==> config.mk <==
export PLATFORM = sky130hd
export DESIGN_NAME = bram_debug_sequencer
export DESIGN_NICKNAME = d
export VERILOG_FILES = /design/src/rtl/bram_debug_sequencer.sv
export SDC_FILE = /design/constraint.sdc
export NUM_CORES = 1
export LEC_CHECK = 0
export CAP_MARGIN = 15
export CORE_UTILIZATION = 50
export CTS_CLUSTER_SIZE = 25
export DETAILED_ROUTE_END_ITERATION = 16
export PLACE_DENSITY = 0.92
export SKIP_CTS_REPAIR_TIMING = 1
export SYNTH_ARGS = -nofsm -noshare
export SYNTH_HDL_FRONTEND = slang
export SYNTH_SLANG_ARGS = --single-unit
==> constraint.sdc <==
create_clock -name CPU_CLK -period 5.1 [get_ports CPU_CLK]
set_clock_uncertainty 0.15 [all_clocks]
set_input_delay 0.51 -clock CPU_CLK [delete_from_list [all_inputs] [get_ports CPU_CLK]]
set_output_delay 0.51 -clock CPU_CLK [all_outputs]
set_load 0.005 [all_outputs]
==> src/rtl/bram_debug_sequencer.sv <==
// Sequencer for the RV32Core debug BRAM port. It loads a word stream into BRAM,
// pulses the core reset, runs the core for a set number of cycles, then freezes it and streams BRAM out.
module bram_debug_sequencer #(
    parameter int RST_CYCLES = 5,
    parameter int LEN_W      = 13
) (
    input  logic             CPU_CLK,
    input  logic             CPU_RST,
    input  logic             start,
    input  logic [LEN_W-1:0] load_len,
    input  logic [31:0]      run_cycles,
    input  logic [LEN_W-1:0] dump_len,
    input  logic [31:0]      load_data,
    input  logic             load_valid,
    output logic             load_ready,
    output logic [31:0]      dump_data,
    output logic [31:0]      dump_addr,
    output logic             dump_valid,
    input  logic             dump_ready,
    output logic [31:0]      dbg_a2,
    output logic [31:0]      dbg_wd2,
    output logic [3:0]       dbg_we2,
    input  logic [31:0]      dbg_rd2,
    output logic             core_rst,
    output logic             busy,
    output logic             done
);

    localparam logic [2:0] S_IDLE   = 3'd0;
    localparam logic [2:0] S_LOAD   = 3'd1;
    localparam logic [2:0] S_RSTC   = 3'd2;
    localparam logic [2:0] S_RUN    = 3'd3;
    localparam logic [2:0] S_DUMP_A = 3'd4;
    localparam logic [2:0] S_DUMP_W = 3'd5;
    localparam logic [2:0] S_DUMP_O = 3'd6;
    localparam logic [2:0] S_DONE   = 3'd7;

    localparam logic [LEN_W-1:0] MAX_LEN = LEN_W'(4096);

    logic [2:0]       state_q, state_d;
    logic [LEN_W-1:0] idx_q, idx_d;
    logic [LEN_W-1:0] load_len_q, load_len_d;
    logic [LEN_W-1:0] dump_len_q, dump_len_d;
    logic [31:0]      run_q, run_d;
    logic [31:0]      cnt_q, cnt_d;
    logic [31:0]      dbg_a2_q, dbg_a2_d;
    logic [31:0]      dbg_wd2_q, dbg_wd2_d;
    logic [3:0]       dbg_we2_q, dbg_we2_d;
    logic             load_ready_q, load_ready_d;
    logic [31:0]      dump_data_q, dump_data_d;
    logic [31:0]      dump_addr_q, dump_addr_d;
    logic             dump_valid_q, dump_valid_d;
    logic             core_rst_q, core_rst_d;
    logic             busy_q, busy_d;
    logic             done_q, done_d;

    logic [31:0]      idx_addr;
    logic [31:0]      run_lim;
    logic [LEN_W-1:0] load_len_c;
    logic [LEN_W-1:0] dump_len_c;

    assign idx_addr   = 32'(idx_q) << 2;
    assign run_lim    = (run_q == 32'd0) ? 32'd1 : run_q;
    assign load_len_c = (load_len > MAX_LEN) ? MAX_LEN : load_len;
    assign dump_len_c = (dump_len > MAX_LEN) ? MAX_LEN : dump_len;

    always_comb begin
        state_d      = state_q;
        idx_d        = idx_q;
        load_len_d   = load_len_q;
        dump_len_d   = dump_len_q;
        run_d        = run_q;
        cnt_d        = cnt_q;
        dbg_a2_d     = dbg_a2_q;
        dbg_wd2_d    = dbg_wd2_q;
        dbg_we2_d    = 4'h0;
        load_ready_d = load_ready_q;
        dump_data_d  = dump_data_q;
        dump_addr_d  = dump_addr_q;
        dump_valid_d = dump_valid_q;
        core_rst_d   = core_rst_q;

        case (state_q)
            S_IDLE, S_DONE: begin
                if (start) begin
                    load_len_d = load_len_c;
                    dump_len_d = dump_len_c;
                    run_d      = run_cycles;
                    idx_d      = '0;
                    cnt_d      = 32'd0;
                    if (load_len_c != '0) begin
                        state_d      = S_LOAD;
                        load_ready_d = 1'b1;
                    end else begin
                        state_d = S_RSTC;
                    end
                end
            end
            S_LOAD: begin
                if (load_valid && load_ready_q) begin
                    dbg_a2_d  = idx_addr;
                    dbg_wd2_d = load_data;
                    dbg_we2_d = 4'hF;
                    idx_d     = idx_q + 1'b1;
                    if (idx_q == load_len_q - 1'b1) begin
                        state_d      = S_RSTC;
                        load_ready_d = 1'b0;
                        cnt_d        = 32'd0;
                    end
                end
            end
            S_RSTC: begin
                if (cnt_q == 32'(RST_CYCLES - 1)) begin
                    state_d    = S_RUN;
                    core_rst_d = 1'b0;
                    cnt_d      = 32'd0;
                end else begin
                    cnt_d = cnt_q + 32'd1;
                end
            end
            S_RUN: begin
                // Re-asserting core_rst on the same edge that leaves RUN freezes the core.
                if (cnt_q == run_lim - 32'd1) begin
                    state_d    = S_DUMP_A;
                    core_rst_d = 1'b1;
                    idx_d      = '0;
                end else begin
                    cnt_d = cnt_q + 32'd1;
                end
            end
            S_DUMP_A: begin
                if (dump_len_q == '0) begin
                    state_d = S_DONE;
                end else begin
                    dbg_a2_d = idx_addr;
                    state_d  = S_DUMP_W;
                end
            end
            S_DUMP_W: begin
                dump_data_d  = dbg_rd2;
                dump_addr_d  = idx_addr;
                dump_valid_d = 1'b1;
                state_d      = S_DUMP_O;
            end
            S_DUMP_O: begin
                if (dump_ready) begin
                    dump_valid_d = 1'b0;
                    idx_d        = idx_q + 1'b1;
                    state_d      = (idx_q == dump_len_q - 1'b1) ? S_DONE : S_DUMP_A;
                end
            end
            default: state_d = S_IDLE;
        endcase

        busy_d = (state_d != S_IDLE) && (state_d != S_DONE);
        done_d = (state_d == S_DONE);
    end

    always_ff @(posedge CPU_CLK) begin
        if (CPU_RST) begin
            state_q      <= S_IDLE;
            idx_q        <= '0;
            load_len_q   <= '0;
            dump_len_q   <= '0;
            run_q        <= 32'd0;
            cnt_q        <= 32'd0;
            dbg_a2_q     <= 32'd0;
            dbg_wd2_q    <= 32'd0;
            dbg_we2_q    <= 4'h0;
            load_ready_q <= 1'b0;
            dump_data_q  <= 32'd0;
            dump_addr_q  <= 32'd0;
            dump_valid_q <= 1'b0;
            core_rst_q   <= 1'b1;
            busy_q       <= 1'b0;
            done_q       <= 1'b0;
        end else begin
            state_q      <= state_d;
            idx_q        <= idx_d;
            load_len_q   <= load_len_d;
            dump_len_q   <= dump_len_d;
            run_q        <= run_d;
            cnt_q        <= cnt_d;
            dbg_a2_q     <= dbg_a2_d;
            dbg_wd2_q    <= dbg_wd2_d;
            dbg_we2_q    <= dbg_we2_d;
            load_ready_q <= load_ready_d;
            dump_data_q  <= dump_data_d;
            dump_addr_q  <= dump_addr_d;
            dump_valid_q <= dump_valid_d;
            core_rst_q   <= core_rst_d;
            busy_q       <= busy_d;
            done_q       <= done_d;
        end
    end

    assign load_ready = load_ready_q;
    assign dump_data  = dump_data_q;
    assign dump_addr  = dump_addr_q;
    assign dump_valid = dump_valid_q;
    assign dbg_a2     = dbg_a2_q;
    assign dbg_wd2    = dbg_wd2_q;
    assign dbg_we2    = dbg_we2_q;
    assign core_rst   = core_rst_q;
    assign busy       = busy_q;
    assign done       = done_q;

endmodule
# Yosys cells after proc, flatten, opt, wreduce, memory -nomap -nowiden
# Cells that the tools add are included.
[totals] register_bits=224 input_bits=127 output_inout_bits=137 elab_cells=107
[op_classes] addsub=5 n_lt_le_gt_ge=2 eq_ne=22 mux=38 bitwise_logic=1 reduce_logical=23
[op_table] cell="two-way mux 32 bit" n=8
[op_table] cell="one-hot mux 32 bit (4 select lines)" n=1
[op_table] cell="two-way mux 13 bit" n=6
[op_table] cell="one-hot mux 32 bit (2 select lines)" n=1
[op_table] cell="one-hot mux 13 bit (4 select lines)" n=1
[op_table] cell="adder 32 x 1 -> 32 bit (second input constant)" n=1
[op_table] cell="== test 32 x 3 -> 1 bit (second input constant)" n=1
[op_table] cell="== test 32 bit" n=1
[op_table] cell="zero test 32 bit" n=1
[op_table] cell="subtractor 32 x 1 -> 32 bit (second input constant)" n=1
[op_table] cell="== test 13 bit" n=2
[op_table] cell="greater-than comparator 13 bit (second input constant)" n=2
[op_table] cell="subtractor 13 x 1 -> 13 bit (second input constant)" n=2
[op_table] cell="one-hot mux 3 bit (7 select lines)" n=1
[op_table] cell="two-way mux 3 bit" n=6
[op_table] cell="inequality test 2 bit (second input constant)" n=9
[op_table] cell="== test 3 bit (second input constant)" n=5
[op_table] cell="AND reduction 5 bit" n=3
[op_table] cell="adder 13 x 1 -> 13 bit (second input constant)" n=1
[op_table] cell="zero test 13 bit" n=1
[op_table] cell="nonzero test 13 bit" n=1
[op_table] cell="nonzero test 2 bit" n=4
[op_table] cell="nonzero test 4 bit" n=2
[op_table] cell="two-way mux 1 bit" n=7
[op_table] cell="other kinds (13)" n=23

# Logic depth before layout (Yosys ltp)
[logic_depth] depth_word=8 depth_mapped=17 mapped_depth_nobuf=14

# Worst setup path before layout
# OpenSTA, ideal clock, no wires.
[synth_path] path_kind="flip-flop to flip-flop" startpoint="register run_q[11]" endpoint="register idx_q[8]" setup_time_ns=0.070 arrival_ns=3.747 t_required_ns=4.880 path_slack_ns=1.133 path_stages_with_launch=16 n_path_buf=1 synth_period_minus_slack_ns=3.967 cell_sequence="dfxtp_1 -> clkbuf_1 -> nor3_1 -> nand4_2 -> nor2_1 -> a21oi_1 -> ha_1 -> nor3b_1 -> nand2_1 -> or4_1 -> a22oi_1 -> nor4b_2 -> nand4_2 -> o21a_1 -> or4_1 -> a21oi_1"
[synth_via] elab_chain_len=6
[synth_lines] item="from (decl)" line_no="44" rtl="logic [31:0] run_q, run_d;"
[synth_lines] item="from (signal assigned)" line_no="182" rtl="run_q <= run_d;"
[synth_lines] item="zero test 32 bit" line_no="63" rtl="assign run_lim = (run_q == 32'd0) ? 32'd1 : run_q;"
[synth_lines] item="two-way mux 32 bit *" line_no="63"
[synth_lines] item="subtractor 32 x 1 -> 32 bit *" line_no="123" rtl="if (cnt_q == run_lim - 32'd1) begin"
[synth_lines] item="== test 32 bit *" line_no="123"
[synth_lines] item="inequality test 2 bit (no source line) *"
[synth_lines] item="AND reduction 5 bit (no source line) *"
[synth_lines] item="to (signal assigned)" line_no="179" rtl="idx_q <= idx_d;"
[synth_lines] item="to (decl)" line_no="41" rtl="logic [LEN_W-1:0] idx_q, idx_d;"
# Mark *: on every way between the ends. The rest lies on a longest branch, timed or not.
# A chain may end at the register's enable or synchronous reset.

# Final worst setup path
[layout_path] startpoint="register run_q[21]" endpoint="register cnt_q[12]"
[layout_via] elab_chain_len=6
[layout_lines] item="zero test 32 bit" line_no="63"
[layout_lines] item="two-way mux 32 bit *" line_no="63"
[layout_lines] item="subtractor 32 x 1 -> 32 bit *" line_no="123"
[layout_lines] item="== test 32 bit *" line_no="123"
[layout_lines] item="inequality test 2 bit (no source line) *"
[layout_lines] item="AND reduction 5 bit (no source line) *"
[layout_lines] item="to (signal assigned)" line_no="183" rtl="cnt_q <= cnt_d;"
[layout_lines] item="to (decl)" line_no="45" rtl="logic [31:0] cnt_q, cnt_d;"
# Marked as above.

==> qor.txt <==
Routed via count -> 11,175
Fmax -> 219 MHz
Fillers -> 1,743
DR iter-0 viols -> 947
NumNets Final -> 1,730
Clock Sinks -> 202
Detailed Routing Iterations Pass 1 -> 5
Layout cells sized above 1 -> 0.0546
Total track usage -> 0.286
Final TNS setup -> 0 ps
LEAKAGE -> 0.00484 uW
Vias in the first global route -> 10,462
Unique masters post-synth -> 75
FF+latch area -> 0.00404 mm^2
Main synth FF type -> dfxtp_1
Worst IR Drop VDD -> 0.307 mV
Crit Reg-Reg Startpoint -> run_q[21]
Final wirelength -> 33,000 um
Largest net degree at the start of global routing -> 107
Yosys reg bits -> 202
M1 GR Usage -> 0.352
Crit Path Category -> register to register
Worst-path maximum fanout -> 34
Met3 usage -> 0.0415
WL/cell -> 17.5 um
Avg Vias per Cell -> 5.92
Crit end category -> register
Clock Tree Root -> clkbuf_16
Later-pin clock latency in the skew report -> 530 ps
Placed cells -> 1,845
Final Hold Fails -> 0
Crit share post-route -> 0.895
R2R depth -> 16
Critical Path Start Type -> register
PortBufs -> 225
Syn-to-layout area delta -> 26.8%
Syn avg cell area -> 7.58 um^2
Crit path DAT -> 4850 ps
Synth area leaders -> dfxtp_1 37%, nand2_1 9.7%, a21oi_1 8.4%
Mapped Cells -> 1,441
Post-synth top area cell -> dfxtp_1
Busiest layer in global routing -> met2
HPWL Detailed -> 23,300 um
Data required, critical path -> 5380 ps
Fin cells -> 1,887
CTS tree -> done
Pins Over Slew Limit -> 0
Die width -> 150 um
Core area -> 0.0212 mm^2
FF-to-FF End -> cnt_q[12]
Worst Setup EP -> cnt_q[12]
Total gr overflow -> 0
Die Footprint -> 0.0224 mm^2
Detail Route Antenna Nets -> 0
Outcome -> complete, no violations
Worst Setup SP -> run_q[21]
Met2 Use GR -> 0.503
Max Root-Sink Buffers -> 3
Sequential share of the synthesized area -> 0.370
Reg2Reg Setup Slack -> 530 ps
Total power -> 3900 uW
N_diodes -> 0
Async SR Flop Fraction -> 0
Final Critical Period -> 4570 ps
Yosys top cell area share -> 0.370
Final GP Congestion -> 1.01
RSZ-0062 raised after global routing -> no
H-tree depth -> 1
Clock slew at reported path FFs -> 60 ps
DRC -> 0
Initial antenna violation count -> 0
Ports -> 264
Slew HR -> 0.244
Setup-failing EPs final -> 0
Area occupied by multi-input gates -> 0.00621 mm^2
Synthesized area -> 0.0109 mm^2
Number of CTS-inserted buffers -> 23
PwrDens -> 281 mW/mm^2
Max-Cap Viols -> 0
Least-Margin Pin Slew -> 1130 ps
First-pass GRT wire length -> 52,000 um
Initial core utilization -> 0.515
Num rows -> 53
Hold Path Class -> primary input to register
Yosys warnings -> 0
Die height -> 150 um
Number of synthesized flops with an enable pin -> 0
==> layer usage <==
layer,share of wire,vias up
li1,-,5321
met1,0.40,5229
met2,0.50,534
met3,0.073,91
met4,0.034,0
met5,0,-
==> cells in the final DEF, fill, tap and decap left out, types with 13 or more instances in the layout <==
cell,n
a21oi_1,183
a22oi_1,22
buf_4,16
clkbuf_16,23
clkdlybuf4s50_1,224
conb_1,38
dfxtp_1,202
inv_1,24
mux2i_1,21
nand2_1,283
nand3_1,31
nand4_1,33
nor2_1,98
nor3_1,33
nor4_1,34
o21ai_0,13
o21ai_1,14
o31ai_1,14
or3_1,19
or4_1,19
xnor2_1,43
xor2_1,25
==> where the power goes <==
part / leakage, uW / switching (uW) / internal [uW] / total, uW
Combinational: 0.00284 / 312 / 268 / 579
Clock: 0.000364 / 680 / 970 / 1650
Sequential: 0.00164 / 54.3 / 1610 / 1670
==> worst max-delay path, cell delays in order, from the launching register on <==
cell and delay, ps:
dfxtp_1 520, nor3_1 180, nand4_1 170, nor2_1 90, a21oi_1 170, ha_1 240
nor3b_2 380, nand4_1 200, nor3_1 270, mux2_2 370, a32oi_1 350, nand4_2 210
buf_4 210, o21ai_2 170, buf_12 210, o21ai_1 350, a21oi_1 250
==> flip-flops by register name (all words and copies together) (netlist names) <==
name / flops
core_rst: 1
busy: 1
cnt_q: 32
dump_valid: 1
load_len_q: 13
done: 1
run_q: 32
state_q: 3
dump_len_q: 13
dump_data: 32
dbg_wd2: 32
load_ready: 1
idx_q: 13
dbg_a2: 13
dbg_we2: 1
dump_addr: 13
==> cell usage after synthesis (all sizes together), types with 12 or more instances <==
library cell / instances
dfxtp: 202
inv: 24
nor4: 38
nor2: 100
a21oi: 183
nand3: 31
or4: 22
buf: 52
nand4: 35
or3: 19
o211ai: 12
xor2: 25
clkbuf: 98
xnor2: 43
nand2: 283
o21ai: 29
a22oi: 22
mux2i: 21
nor3: 34
o31ai: 14
==> cell type report <==
class	count	area share
Clock buffer	32	0.0454
Clock inverter	9	0.00840
Inverter	26	0.00705
Multi-Input combinational cell	1100	0.449
Sequential cell	202	0.292
Tap cell	275	0.0248
Timing Repair Buffer	243	0.174
==> kinds of logic after synthesis <==
family,Yosys count,synth area share
simple gates,631,0.283
compound gates,331,0.185
flops,202,0.370
buf+inv,176,0.0756
xor+xnor,68,0.0545
mux,25,0.0234
fa+ha+maj,7,0.00802
other cells,1,0.000343
==> metrics by stage <==
step	utilization	area [um^2]	setup slack (ps)	hold slack [ps]
after global routing	0.653	13900	171	316
after global placement	0.617	13100	484	291
after detailed placement	0.617	13100	337	296
after CTS	0.652	13800	296	287
final	0.653	13900	534	302
after floorplan	-	11100	1130	300
==> worst min path at each step <==
stage	start	end	slack, ps	cells past startpoint
6_report	CPU_RST	run_q[10]	300	2
5_1_grt	dbg_wd2[26]	dbg_wd2[26]	320	2
4_1_cts	CPU_RST	run_q[10]	290	2
3_5_place_dp	dump_data[13]	dump_data[13]	300	2
3_3_place_gp	dump_data[13]	dump_data[13]	290	2
2_1_floorplan	load_len_q[12]	load_len_q[12]	300	2
(Power assumes the default switching activity.)
